`src/rtl/string_led_pkg.sv`:
```
// Shared timing constants and FSM encoding for the single-wire LED string link.
// Receiver and transmitter both import this so their pulse timing agrees.
package string_led_pkg;

  localparam int CNT_W            = 16;
  localparam int T1H_MIN_DEF      = 24;
  localparam int HIGH_MAX_DEF     = 64;
  localparam int RESET_CYCLES_DEF = 2000;
  localparam int NB_BITS_DEF      = 24;

  // Transmitter pulse shapes, in clk cycles
  localparam int TX_T0H    = 16;
  localparam int TX_T1H    = 32;
  localparam int TX_PERIOD = 50;

  typedef enum logic [1:0] {
    IDLE,
    HIGH,
    LOW,
    FORWARD
  } state_t;

  function automatic logic [CNT_W-1:0] sat_inc(input logic [CNT_W-1:0] v);
    return (&v) ? v : v + CNT_W'(1);
  endfunction

endpackage

```
`src/rtl/string_led_receiver_edge_detect.sv`:
```
// Two-flop synchroniser for the asynchronous data wire, plus rise/fall strobes
// derived from the synchronised level.
module string_led_edge_detect (
  input  logic clk,
  input  logic rst_n,
  input  logic din,
  output logic din_s,
  output logic rise,
  output logic fall
);

  logic sync1;
  logic sync2;
  logic prev;

  always_ff @(posedge clk or negedge rst_n) begin
    if (!rst_n) begin
      sync1 <= 1'b0;
      sync2 <= 1'b0;
      prev  <= 1'b0;
    end else begin
      sync1 <= din;
      sync2 <= sync1;
      prev  <= sync2;
    end
  end

  assign din_s = sync2;
  assign rise  = sync2 & ~prev;
  assign fall  = ~sync2 & prev;

endmodule

```
`src/rtl/string_led_receiver.sv`:
```
// Single-wire LED-string pixel receiver: captures the first pixel after a latch,
// then forwards the remaining stream downstream until the next reset code.
//
// state   | meaning
// IDLE    | waiting for first rising edge (or, after a pulse error, for a reset code)
// HIGH    | measuring a high pulse
// LOW     | between bits of the pixel being captured
// FORWARD | own pixel captured; repeating din_s on dout until a reset code
module string_led_receiver
  import string_led_pkg::*;
#(
  parameter int T1H_MIN      = T1H_MIN_DEF,
  parameter int HIGH_MAX     = HIGH_MAX_DEF,
  parameter int RESET_CYCLES = RESET_CYCLES_DEF,
  parameter int NB_BITS      = NB_BITS_DEF
) (
  input  logic               clk,
  input  logic               rst_n,
  input  logic               din,
  output logic               dout,
  output logic [NB_BITS-1:0] pixel_data,
  output logic               pixel_valid,
  output logic               latch,
  output logic               error
);

  localparam int BW = $clog2(NB_BITS + 1);

  logic din_s, rise, fall;

  string_led_edge_detect u_edge (
    .clk   (clk),
    .rst_n (rst_n),
    .din   (din),
    .din_s (din_s),
    .rise  (rise),
    .fall  (fall)
  );

  state_t             state, state_nxt;
  logic [CNT_W-1:0]   high_cnt, high_nxt;
  logic [CNT_W-1:0]   low_cnt, low_inc;
  logic [BW-1:0]      bit_cnt, bit_nxt;
  logic [NB_BITS-1:0] shift, shift_nxt, pdata_nxt;
  logic               wait_rst, wait_nxt;
  logic               pv_nxt, latch_nxt, err_nxt, dout_nxt;
  logic               reset_code, bit_val;

  always_ff @(posedge clk or negedge rst_n) begin
    if (!rst_n) begin
      state       <= IDLE;
      high_cnt    <= '0;
      low_cnt     <= '0;
      bit_cnt     <= '0;
      shift       <= '0;
      wait_rst    <= 1'b0;
      pixel_data  <= '0;
      pixel_valid <= 1'b0;
      latch       <= 1'b0;
      error       <= 1'b0;
      dout        <= 1'b0;
    end else begin
      state       <= state_nxt;
      high_cnt    <= high_nxt;
      low_cnt     <= din_s ? '0 : low_inc;
      bit_cnt     <= bit_nxt;
      shift       <= shift_nxt;
      wait_rst    <= wait_nxt;
      pixel_data  <= pdata_nxt;
      pixel_valid <= pv_nxt;
      latch       <= latch_nxt;
      error       <= err_nxt;
      dout        <= dout_nxt;
    end
  end

  // Reset code fires on the RESET_CYCLES-th consecutive low cycle itself.
  assign low_inc    = sat_inc(low_cnt);
  assign reset_code = !din_s && (low_inc >= CNT_W'(RESET_CYCLES));
  assign bit_val    = (high_cnt >= CNT_W'(T1H_MIN));

  always_comb begin
    state_nxt = state;
    high_nxt  = high_cnt;
    bit_nxt   = bit_cnt;
    shift_nxt = shift;
    wait_nxt  = wait_rst;
    pdata_nxt = pixel_data;
    pv_nxt    = 1'b0;
    latch_nxt = 1'b0;
    err_nxt   = 1'b0;
    dout_nxt  = 1'b0;
    case (state)
      IDLE: begin
        if (wait_rst) begin
          if (reset_code) begin
            latch_nxt = 1'b1;
            wait_nxt  = 1'b0;
          end
        end else if (rise) begin
          state_nxt = HIGH;
          high_nxt  = CNT_W'(1);
        end
      end
      HIGH: begin
        if (fall) begin
          shift_nxt = {shift[NB_BITS-2:0], bit_val};
          if (bit_cnt == BW'(NB_BITS - 1)) begin
            pdata_nxt = shift_nxt;
            pv_nxt    = 1'b1;
            bit_nxt   = '0;
            state_nxt = FORWARD;
          end else begin
            bit_nxt   = bit_cnt + BW'(1);
            state_nxt = LOW;
          end
        end else if (din_s) begin
          high_nxt = sat_inc(high_cnt);
          if (high_nxt > CNT_W'(HIGH_MAX)) begin
            err_nxt   = 1'b1;
            wait_nxt  = 1'b1;
            bit_nxt   = '0;
            state_nxt = IDLE;
          end
        end
      end
      LOW: begin
        // Only partial pixels live in LOW, so a reset code here is a truncation.
        if (reset_code) begin
          latch_nxt = 1'b1;
          err_nxt   = 1'b1;
          bit_nxt   = '0;
          state_nxt = IDLE;
        end else if (rise) begin
          state_nxt = HIGH;
          high_nxt  = CNT_W'(1);
        end
      end
      FORWARD: begin
        if (reset_code) begin
          latch_nxt = 1'b1;
          bit_nxt   = '0;
          state_nxt = IDLE;
        end else begin
          dout_nxt = din_s;
        end
      end
      default: state_nxt = IDLE;
    endcase
  end

endmodule

```
`config.mk`:
```
export PLATFORM = sky130hd
export DESIGN_NAME = string_led_receiver
export DESIGN_NICKNAME = d
export VERILOG_FILES = /design/src/rtl/string_led_pkg.sv /design/src/rtl/string_led_receiver_edge_detect.sv /design/src/rtl/string_led_receiver.sv
export SDC_FILE = /design/constraint.sdc
export NUM_CORES = 1
export LEC_CHECK = 0
export BUFFER_PORTS_ARGS = -buffer_cell sky130_fd_sc_hd__buf_2
export CAP_MARGIN = 20
export CORE_UTILIZATION = 55
export DETAILED_ROUTE_END_ITERATION = 10
export GPL_TIMING_DRIVEN = 0
export PLACE_DENSITY = 0.76
export SLEW_MARGIN = 15
export SYNTH_ARGS = -nofsm -noshare
export SYNTH_HDL_FRONTEND = slang
export SYNTH_SLANG_ARGS = --single-unit
```
`constraint.sdc`:
```
create_clock -name clk -period 2.79 [get_ports clk]
set_input_delay 0.279 -clock clk [delete_from_list [all_inputs] [get_ports clk]]
set_output_delay 0.279 -clock clk [all_outputs]
set_load 0.02 [all_outputs]
```
==> out/results.tsv, run 1 <==
metric	value	unit
status	complete, but fails checks	
failing checks	design-rule violations	
Synth Register Bits	94	
final cell count without fillers	645	
Layout Skew	13.6	ps
crit path capture type	register	
Worst Hold Class	in -> reg	
worst-path fanout max	8	
post-layout util	65.8	%
Worst Setup Start Kind	register	
first-pass GRT wire length	17400	um
Clock Path Buffers	2	
HP Start	din	
nets@finish	544	
DRT Pass-1 Iters	7	
largest net degree at the start of global routing	56	
RR Startpoint	low_cnt[4]	
share of layout cells above drive strength 1	29.2	%
most common cell after layout, fill and taps aside	dfrtp_1	
P&R area growth vs syn	16.0	%
final setup fails	0	
number of global-route vias before repair	3639	
Setup WS pre-CTS	-461	ps
gpl congestion	0.951	
CP peak stage delay	540	ps
CTS Buf Count	9	
Post-synth EDFFs	0	
Clock transition at path regs	90	ps
initial DRC count	185	
CTS tree	done	
GRT Util Overall	22.8	%
core area	8680	sq um
largest cells by area after synthesis	dfrtp_1 (48%), mux2_2 (11%), nand2_1 (3.0%)	
Mapped Avg Cell Area	10.3	sq um
CTS sink count	94	
Clock Latency Late Sink	360	ps
leading cell types in the layout, fill and taps excluded	dfrtp_1 (88), mux2_2 (46), nand2_1 (39), nor2_1 (37), buf_2 (32)	
Max-slew headroom	42.2	%
Cell Chain, Critical Path	clkbuf_4, nand4_4, or4_1, buf_4, nand3_2, mux2i_1, and4_4, nor2_1, o22a_1, o31a_1	
initial antenna violation count	0	
Reg2Reg Setup Slack	100	ps
crit path DAT	2930	ps
Ports	31	
n_diodes	0	
Peak VDD IR	0.000417	V
vias	3836	
fin crit period	2690	ps
routed vias/inst	5.95	
die width	96.6	um
Avg WL per Cell	16.4	um
die area	9340	sq um
synth warn	0	
Final period util	96.4	%
row count	34	
worst-margin pin slew	859	ps
largest area contributor in the synthesized netlist	dfrtp_1	
antenna-violating nets left	0	
post-synth net total	487	
Worst path slowest cell	or4_1	
placed cells	615	
top_reg_cell synth	dfrtp_1	
Lkg Pwr	2.70	nW
total chip power	2.96	mW
kind of critical path	reg -> reg	
Initial Util	56.8	%
max_cap viols	0	
worst-case reg-to-reg path depth	10	
synthesized cell area	4930	sq um
hold endpoint	u_edge.sync1	
post-synthesis sequential area ratio	47.8	%
final setup margin	100	ps
Final Hold Fails	0	
Power per Cell Area	518	nW/um^2
max frequency	372	MHz
Data required, critical path	3030	ps
Root Driver	clkbuf_8	
Pins Over Slew Limit	0	
Overflow after GRT	0	
synthesized instance count	476	
Port Buffers	30	
die height	96.6	um
CTS HTree Levels	3	
Synth cell types	66	
post-synth top area share	47.8	%
Reg-to-Reg End	state[0]	
Detailed Route WL	10600	um
hold path cells	1	
# DRC	1	
dpl hpwl	7290	um
Async SR Flop Fraction	100	%
flip-flops by register name, indices dropped and copies added (netlist names), 2 cells and up:
name / cells
state: 2
shift: 23
pixel_data: 24
bit_cnt: 5
high_cnt: 16
low_cnt: 16
worst max path at each step:
stage	startpoint	end	slack, ps	depth (start not counted)
after floorplan	low_cnt[0]	state[0]	130	10
after global placement	low_cnt[0]	latch	-440	9
after detailed placement	low_cnt[0]	latch	-460	9
after CTS	low_cnt[1]	state[0]	20	10
after global routing	high_cnt[14]	bit_cnt[3]	-10	10
final	low_cnt[4]	state[0]	100	10
final cells by class:
class,instances,area [sq um]
tap,108,135
multi-input combinational,344,2530
fill,673,2970
clock buffer,9,124
clock inverter,6,70.1
buffer,23,130
inverter,11,41.3
sequential,94,2360
timing repair buffer,50,325
metal layers:
layer  up-vias  part of all wire (%)  global-route usage [%]
met5         -                     0                       0
met4         0                   1.1                    6.66
met3         9                   4.1                    5.13
met2        84                    50                    37.4
met1      1883                    45                    30.3
li1       1860                     -                       -
timing repair:
item                                    4_1_cts  5_1_grt
hold buffers                                  1        0
endpoints found under the hold margin        39        0
resized for setup                             6       40
endpoints found under the setup margin       26       25
pin swaps                                     2       11
setup buffers                                 5       13
stage by stage:
stage	cell area, sq um	TNS, ps	hold WS, ps
4_1_cts	5510	0	3.16
3_3_place_gp	5210	-1370	334
6_report	5710	0	24.1
2_1_floorplan	4930	0	-16.6
5_1_grt	5710	-17.2	1.54
3_5_place_dp	5240	-2660	297
where the power goes:
group          internal (mW)  switching (mW)
logic                  0.227           0.351
registers               1.41          0.0753
clock network          0.415           0.474
total                   2.06           0.900
cell usage after synthesis (5+ instances only):
library cell,n
dfrtp_1,94
mux2_2,46
nand2_1,39
nor2_1,38
nand3_1,24
a21oi_1,20
o21ai_0,19
clkbuf_1,16
inv_1,11
buf_2,10
and3_1,9
nor3_1,9
ha_1,8
nand2b_1,8
nand4_1,8
a22o_1,7
nor4_1,7
nor3b_1,6
xnor2_1,6
a31oi_1,5
mux2i_1,5
o21ai_1,5
or3_1,5
or4_1,5
xor2_1,5
worst max-delay path, delay by kind of cell, from the launching register on:
family,cells,cell delay (ps)
muxes,1,210
DFF,1,340
AOI/OAI and AO/OA,2,450
and+or+nand+nor,5,1200
buffers and inverters,2,360
logic make-up (layout without fill, tap and decap cells):
group,Yosys count,count (layout),share of synthesized area (%)
and+or+nand+nor,181,181,20.0
DFF,94,94,47.8
adders and majority gates,8,8,2.03
muxes,52,52,11.8
xor gates and xnor gates,11,11,1.96
AOI/OAI and AO/OA,92,92,13.3
buffers and inverters,38,99,3.18
Power figures use the tool's default switching activity.
==> run 2: changes to the inputs <==
--- a/config.mk
+++ b/config.mk
@@ -7,10 +7,9 @@
 export LEC_CHECK = 0
 export BUFFER_PORTS_ARGS = -buffer_cell sky130_fd_sc_hd__buf_2
 export CAP_MARGIN = 20
-export CORE_UTILIZATION = 55
+export CORE_UTILIZATION = 25
 export DETAILED_ROUTE_END_ITERATION = 10
 export GPL_TIMING_DRIVEN = 0
-export PLACE_DENSITY = 0.76
 export SLEW_MARGIN = 15
 export SYNTH_ARGS = -nofsm -noshare
 export SYNTH_HDL_FRONTEND = slang
==> out/results.tsv, run 2 (same netlist as run 1, synthesis figures left out) <==
metric	value	unit
Power per Cell Area	561	nW/um^2
Worst Hold Class	in -> reg	
Peak VDD IR	0.000326	V
crit path capture type	register	
Detailed Route WL	11000	um
die width	142	um
kind of critical path	reg -> reg	
Worst Setup Start Kind	register	
dpl hpwl	7430	um
most frequent CP cell	buf_4	
Biggest register	pixel_data	
M2 GR Usage	17.3	%
Cell Chain, Critical Path	clkbuf_4, nand4_1, buf_4, or4_4, a21oi_2, o41ai_2, a41oi_2, buf_4, o311ai_4, o31a_1	
CTS sink count	94	
nets@finish	539	
CTS tree	done	
most common cell after layout, fill and taps aside	dfrtp_1	
initial DRC count	269	
row count	50	
Pins Over Slew Limit	0	
Top Usage Layer GRT	met2	
antenna-violating nets left	0	
fillers	2015	
fin area	5930	sq um
RR Startpoint	high_cnt[5]	
Avg WL per Cell	13.8	um
leading cell types in the layout, fill and taps excluded	dfrtp_1 (89), mux2_2 (46), nand2_1 (39), nor2_1 (36), buf_2 (34)	
max FFs per register	24	
Ports	31	
Lkg Pwr	2.72	nW
Final Hold Fails	0	
max_cap viols	0	
final setup fails	0	
vias	3806	
die area	20300	sq um
GRT Util Overall	11.2	%
DRT Pass-1 Iters	4	
max frequency	373	MHz
CP peak stage delay	560	ps
Worst path slowest cell	or4_4	
Data required, critical path	3020	ps
core area	19000	sq um
met3 Use GR	2.19	%
Initial Util	25.9	%
M1 GR Usage	15.6	%
Clock Latency Late Sink	350	ps
Max-slew headroom	56.8	%
Root Driver	clkbuf_16	
largest net degree at the start of global routing	53	
CTS HTree Levels	3	
P&R area growth vs syn	20.5	%
worst-margin pin slew	643	ps
CP Capture Point	state[0]	
Port Buffers	30	
status	finished clean	
Placed Area	5440	sq um
top flop regs	pixel_data x24, shift x23	
n_diodes	0	
Clock Path Buffers	2	
Overflow after GRT	0	
# DRC	0	
worst-path fanout max	10	
CP Launch Point	high_cnt[5]	
Clock transition at path regs	70	ps
die height	142	um
share of layout cells above drive strength 1	28.1	%
Reg-to-Reg End	state[0]	
crit path DAT	2910	ps
routed vias/inst	4.80	
worst-case reg-to-reg path depth	10	
gpl congestion	0.860	
Reg2Reg Setup Slack	110	ps
Layout Skew	9.13	ps
post-layout util	31.2	%
number of global-route vias before repair	3556	
first-pass GRT wire length	18200	um
initial antenna violation count	0	
CTS Buf Count	9	
fin crit period	2680	ps
Final period util	96.1	%
## run 2: routing by layer
metal | up-vias | routed length (um)
met4 | 0 | 169
li1 | 1847 | -
met3 | 14 | 378
met2 | 73 | 5100
met5 | - | 0
met1 | 1872 | 5320
## run 2: worst min path at each step
stage	from	end	slack (ps)	cells after the start
finish	din	u_edge.sync1	40	1
global route	din	u_edge.sync1	30	1
CTS	din	u_edge.sync1	20	1
detailed placement	rst_n	pixel_data[7]	230	1
global placement	u_edge.sync1	u_edge.din_s	380	0
floorplan	rst_n	bit_cnt[0]	-20	0
## run 2: report_power, final
part	leakage, nW	switching [mW]	internal (mW)
Sequential	1.29	0.0702	1.41
Clock	0.146	0.562	0.712
Combinational	1.29	0.347	0.223
Total	2.72	0.980	2.35
## run 2: area by class of cell
class                   instances  area (sq um)  area share, %
plain buffers                  23           119           2.00
multi-input cells             345          2500           42.2
inverters                      11          41.3          0.696
clock inverters                 6          75.1           1.27
repair buffers                 44           282           4.74
clock buffers                  10           229           3.86
flip-flops and latches         94          2360           39.7
well taps                     260           325           5.48
## run 2: per-stage QoR
stage	setup TNS (ps)	cells	total power, mW	hold slack [ps]	setup slack [ps]
3_5_place_dp	-5610	767	2.05	228	-327
4_1_cts	0	789	3.36	23.9	1.55
6_report	0	793	3.33	37.7	109
5_1_grt	-30.6	793	3.49	26.5	-22.8
3_3_place_gp	-6070	766	2.04	376	-301
2_1_floorplan	0	476	1.89	-16.6	133
## run 2: worst max-delay path: cells and delay by family, from the launching register on
family / cells / cell delay (ps)
flops: 1 / 330
compound gates: 5 / 1000
simple gates: 2 / 670
buf+inv: 3 / 550
## run 2: what timing repair did
action | CTS | global route
pin swaps | 2 | 5
endpoints found under the setup margin | 27 | 24
buffers inserted | 5 | 6
hold buffers | 1 | 0
resized for setup | 7 | 26
hold endpoints to repair | 42 | 0
cloned | 0 | 1
==> run 3: changes to the inputs <==
--- a/config.mk
+++ b/config.mk
@@ -10,6 +10,7 @@
 export CORE_UTILIZATION = 25
 export DETAILED_ROUTE_END_ITERATION = 10
 export GPL_TIMING_DRIVEN = 0
+export HOLD_SLACK_MARGIN = 0.05
 export SLEW_MARGIN = 15
 export SYNTH_ARGS = -nofsm -noshare
 export SYNTH_HDL_FRONTEND = slang
==> out/results.tsv, run 3 (same netlist as run 1, synthesis figures left out) <==
metric	value	unit
status	finished clean	
Data required, critical path	3070	ps
Int Pwr	2.35	mW
row count	50	
GRT Util Overall	11.2	%
Setup WS pre-CTS	-327	ps
P&R area growth vs syn	20.7	%
Overflow after GRT	0	
antenna-violating nets left	0	
Reg area	2360	sq um
top flop regs	pixel_data x24, shift x23	
Worst Hold Class	reg -> reg	
Reg-to-Reg End	state[0]	
share of layout cells above drive strength 1	28.1	%
Psw	977	uW
Biggest register	pixel_data	
hold slack	373	ps
Initial Util	25.9	%
initial antenna violation count	0	
Final Hold Fails	0	
Peak VDD IR	0.000326	V
kind of critical path	reg -> reg	
dpl hpwl	7430	um
Reg2Reg Setup Slack	100	ps
Ports	31	
multi-input logic area	2500	sq um
Switching Fraction	29.4	%
DRT Pass-1 Iters	4	
vias	3804	
final setup margin	104	ps
routed vias/inst	4.79	
Max-slew headroom	58.6	%
die height	142	um
CTS Buf Count	9	
Clock Path Buffers	2	
die area	20300	sq um
Detailed Route WL	10900	um
first-pass GRT wire length	18200	um
max_cap viols	0	
Clock transition at path regs	70	ps
Combinational Power Share	17.1	%
number of global-route vias before repair	3556	
crit path DAT	2960	ps
HP Start	u_edge.sync1	
n_diodes	0	
max FFs per register	24	
worst-path fanout max	10	
CTS tree	done	
initial DRC count	280	
hold endpoint	u_edge.din_s	
most common cell after layout, fill and taps aside	dfrtp_1	
worst-margin pin slew	615	ps
nets@finish	540	
worst-case reg-to-reg path depth	11	
Final period util	96.3	%
gpl congestion	0.860	
Pins Over Slew Limit	0	
final setup fails	0	
# DRC	0	
Lkg Pwr	2.73	nW
Seq pwr share	44.6	%
clock power share	38.3	%
Avg WL per Cell	13.8	um
CTS HTree Levels	3	
total chip power	3.33	mW
leading cell types in the layout, fill and taps excluded	dfrtp_1 (89), mux2_2 (46), nand2_1 (39), nor2_1 (36), buf_2 (34)	
fillers	2014	
core area	19000	sq um
Power per Cell Area	560	nW/um^2
crit path capture type	register	
Layout Skew	8.72	ps
RR Startpoint	high_cnt[5]	
Clock Latency Late Sink	350	ps
max frequency	372	MHz
hold path cells	0	
fin crit period	2690	ps
largest net degree at the start of global routing	53	
Port Buffers	30	
Root Driver	clkbuf_16	
Worst Setup Start Kind	register	
CTS sink count	94	
die width	142	um
[run 3: cell types whose count changed in the layout (fill, tap and decap cells not counted)]
cell and delta:
dlygate4sd3_1 +1
[run 3: worst max-delay path by stage]
stage	start	cells after the start	slack, ps	end
2_1_floorplan	low_cnt[0]	10	130	state[0]
3_3_place_gp	low_cnt[0]	9	-300	latch
3_5_place_dp	low_cnt[0]	9	-330	latch
4_1_cts	high_cnt[10]	8	2	bit_cnt[0]
5_1_grt	high_cnt[13]	11	-20	state[1]
6_report	high_cnt[5]	11	100	state[0]
[run 3: repair_timing]
action | 4_1_cts | 5_1_grt
setup endpoints to repair | 27 | 24
gates cloned | 0 | 1
pin swaps | 2 | 5
setup buffers | 5 | 6
endpoints found under the hold margin | 43 | 0
hold buffers | 2 | 0
resized for setup | 7 | 26
[run 3: cell type report]
cell class	count	area share (%)
Timing Repair Buffer	45	4.90
Inverter	11	0.695
Buffer	23	2.00
Clock inverter	6	1.26
Multi-Input combinational cell	345	42.1
Tap cell	260	5.47
Clock buffer	10	3.85
Sequential cell	94	39.7
[run 3: layer usage]
metal	GRT usage [%]	up-vias	wire length (um)
li1	-	1851	-
met2	17.3	64	5170
met1	15.6	1880	5280
met4	3.79	0	101
met5	0	-	0
met3	2.19	9	379
[run 3: worst max-delay path, stage by stage, from the launching register on]
cell      delay, ps
dfrtp_1         330
clkbuf_4        180
nand4_1         110
buf_4           200
or4_4           560
a21oi_2         190
o41ai_2         140
a41oi_2         290
buf_4           170
o311ai_4        110
o21ai_1         170
o31a_1          160
[run 3: stage by stage]
| stage | TNS, ps | cell area, sq um | std cells | util [%] |
|---|---|---|---|---|
| after CTS | 0 | 5830 | 790 | 30.7 |
| final | 0 | 5940 | 794 | 31.3 |
| after detailed placement | -5610 | 5440 | 767 | 28.6 |
| after global routing | -30.6 | 5940 | 794 | 31.3 |
| after floorplan | 0 | 4930 | 476 | - |
| after global placement | -6070 | 5400 | 766 | 28.4 |
[run 3: power by group through the flow]
| stage | clock, mW | sequential (mW) | combinational, mW |
|---|---|---|---|
| CTS | 1.33 | 1.47 | 0.573 |
| finish | 1.27 | 1.48 | 0.569 |
| global route | 1.36 | 1.49 | 0.632 |
| floorplan | 0 | 1.48 | 0.408 |
| global placement | 0 | 1.49 | 0.550 |
| detailed placement | 0 | 1.49 | 0.556 |
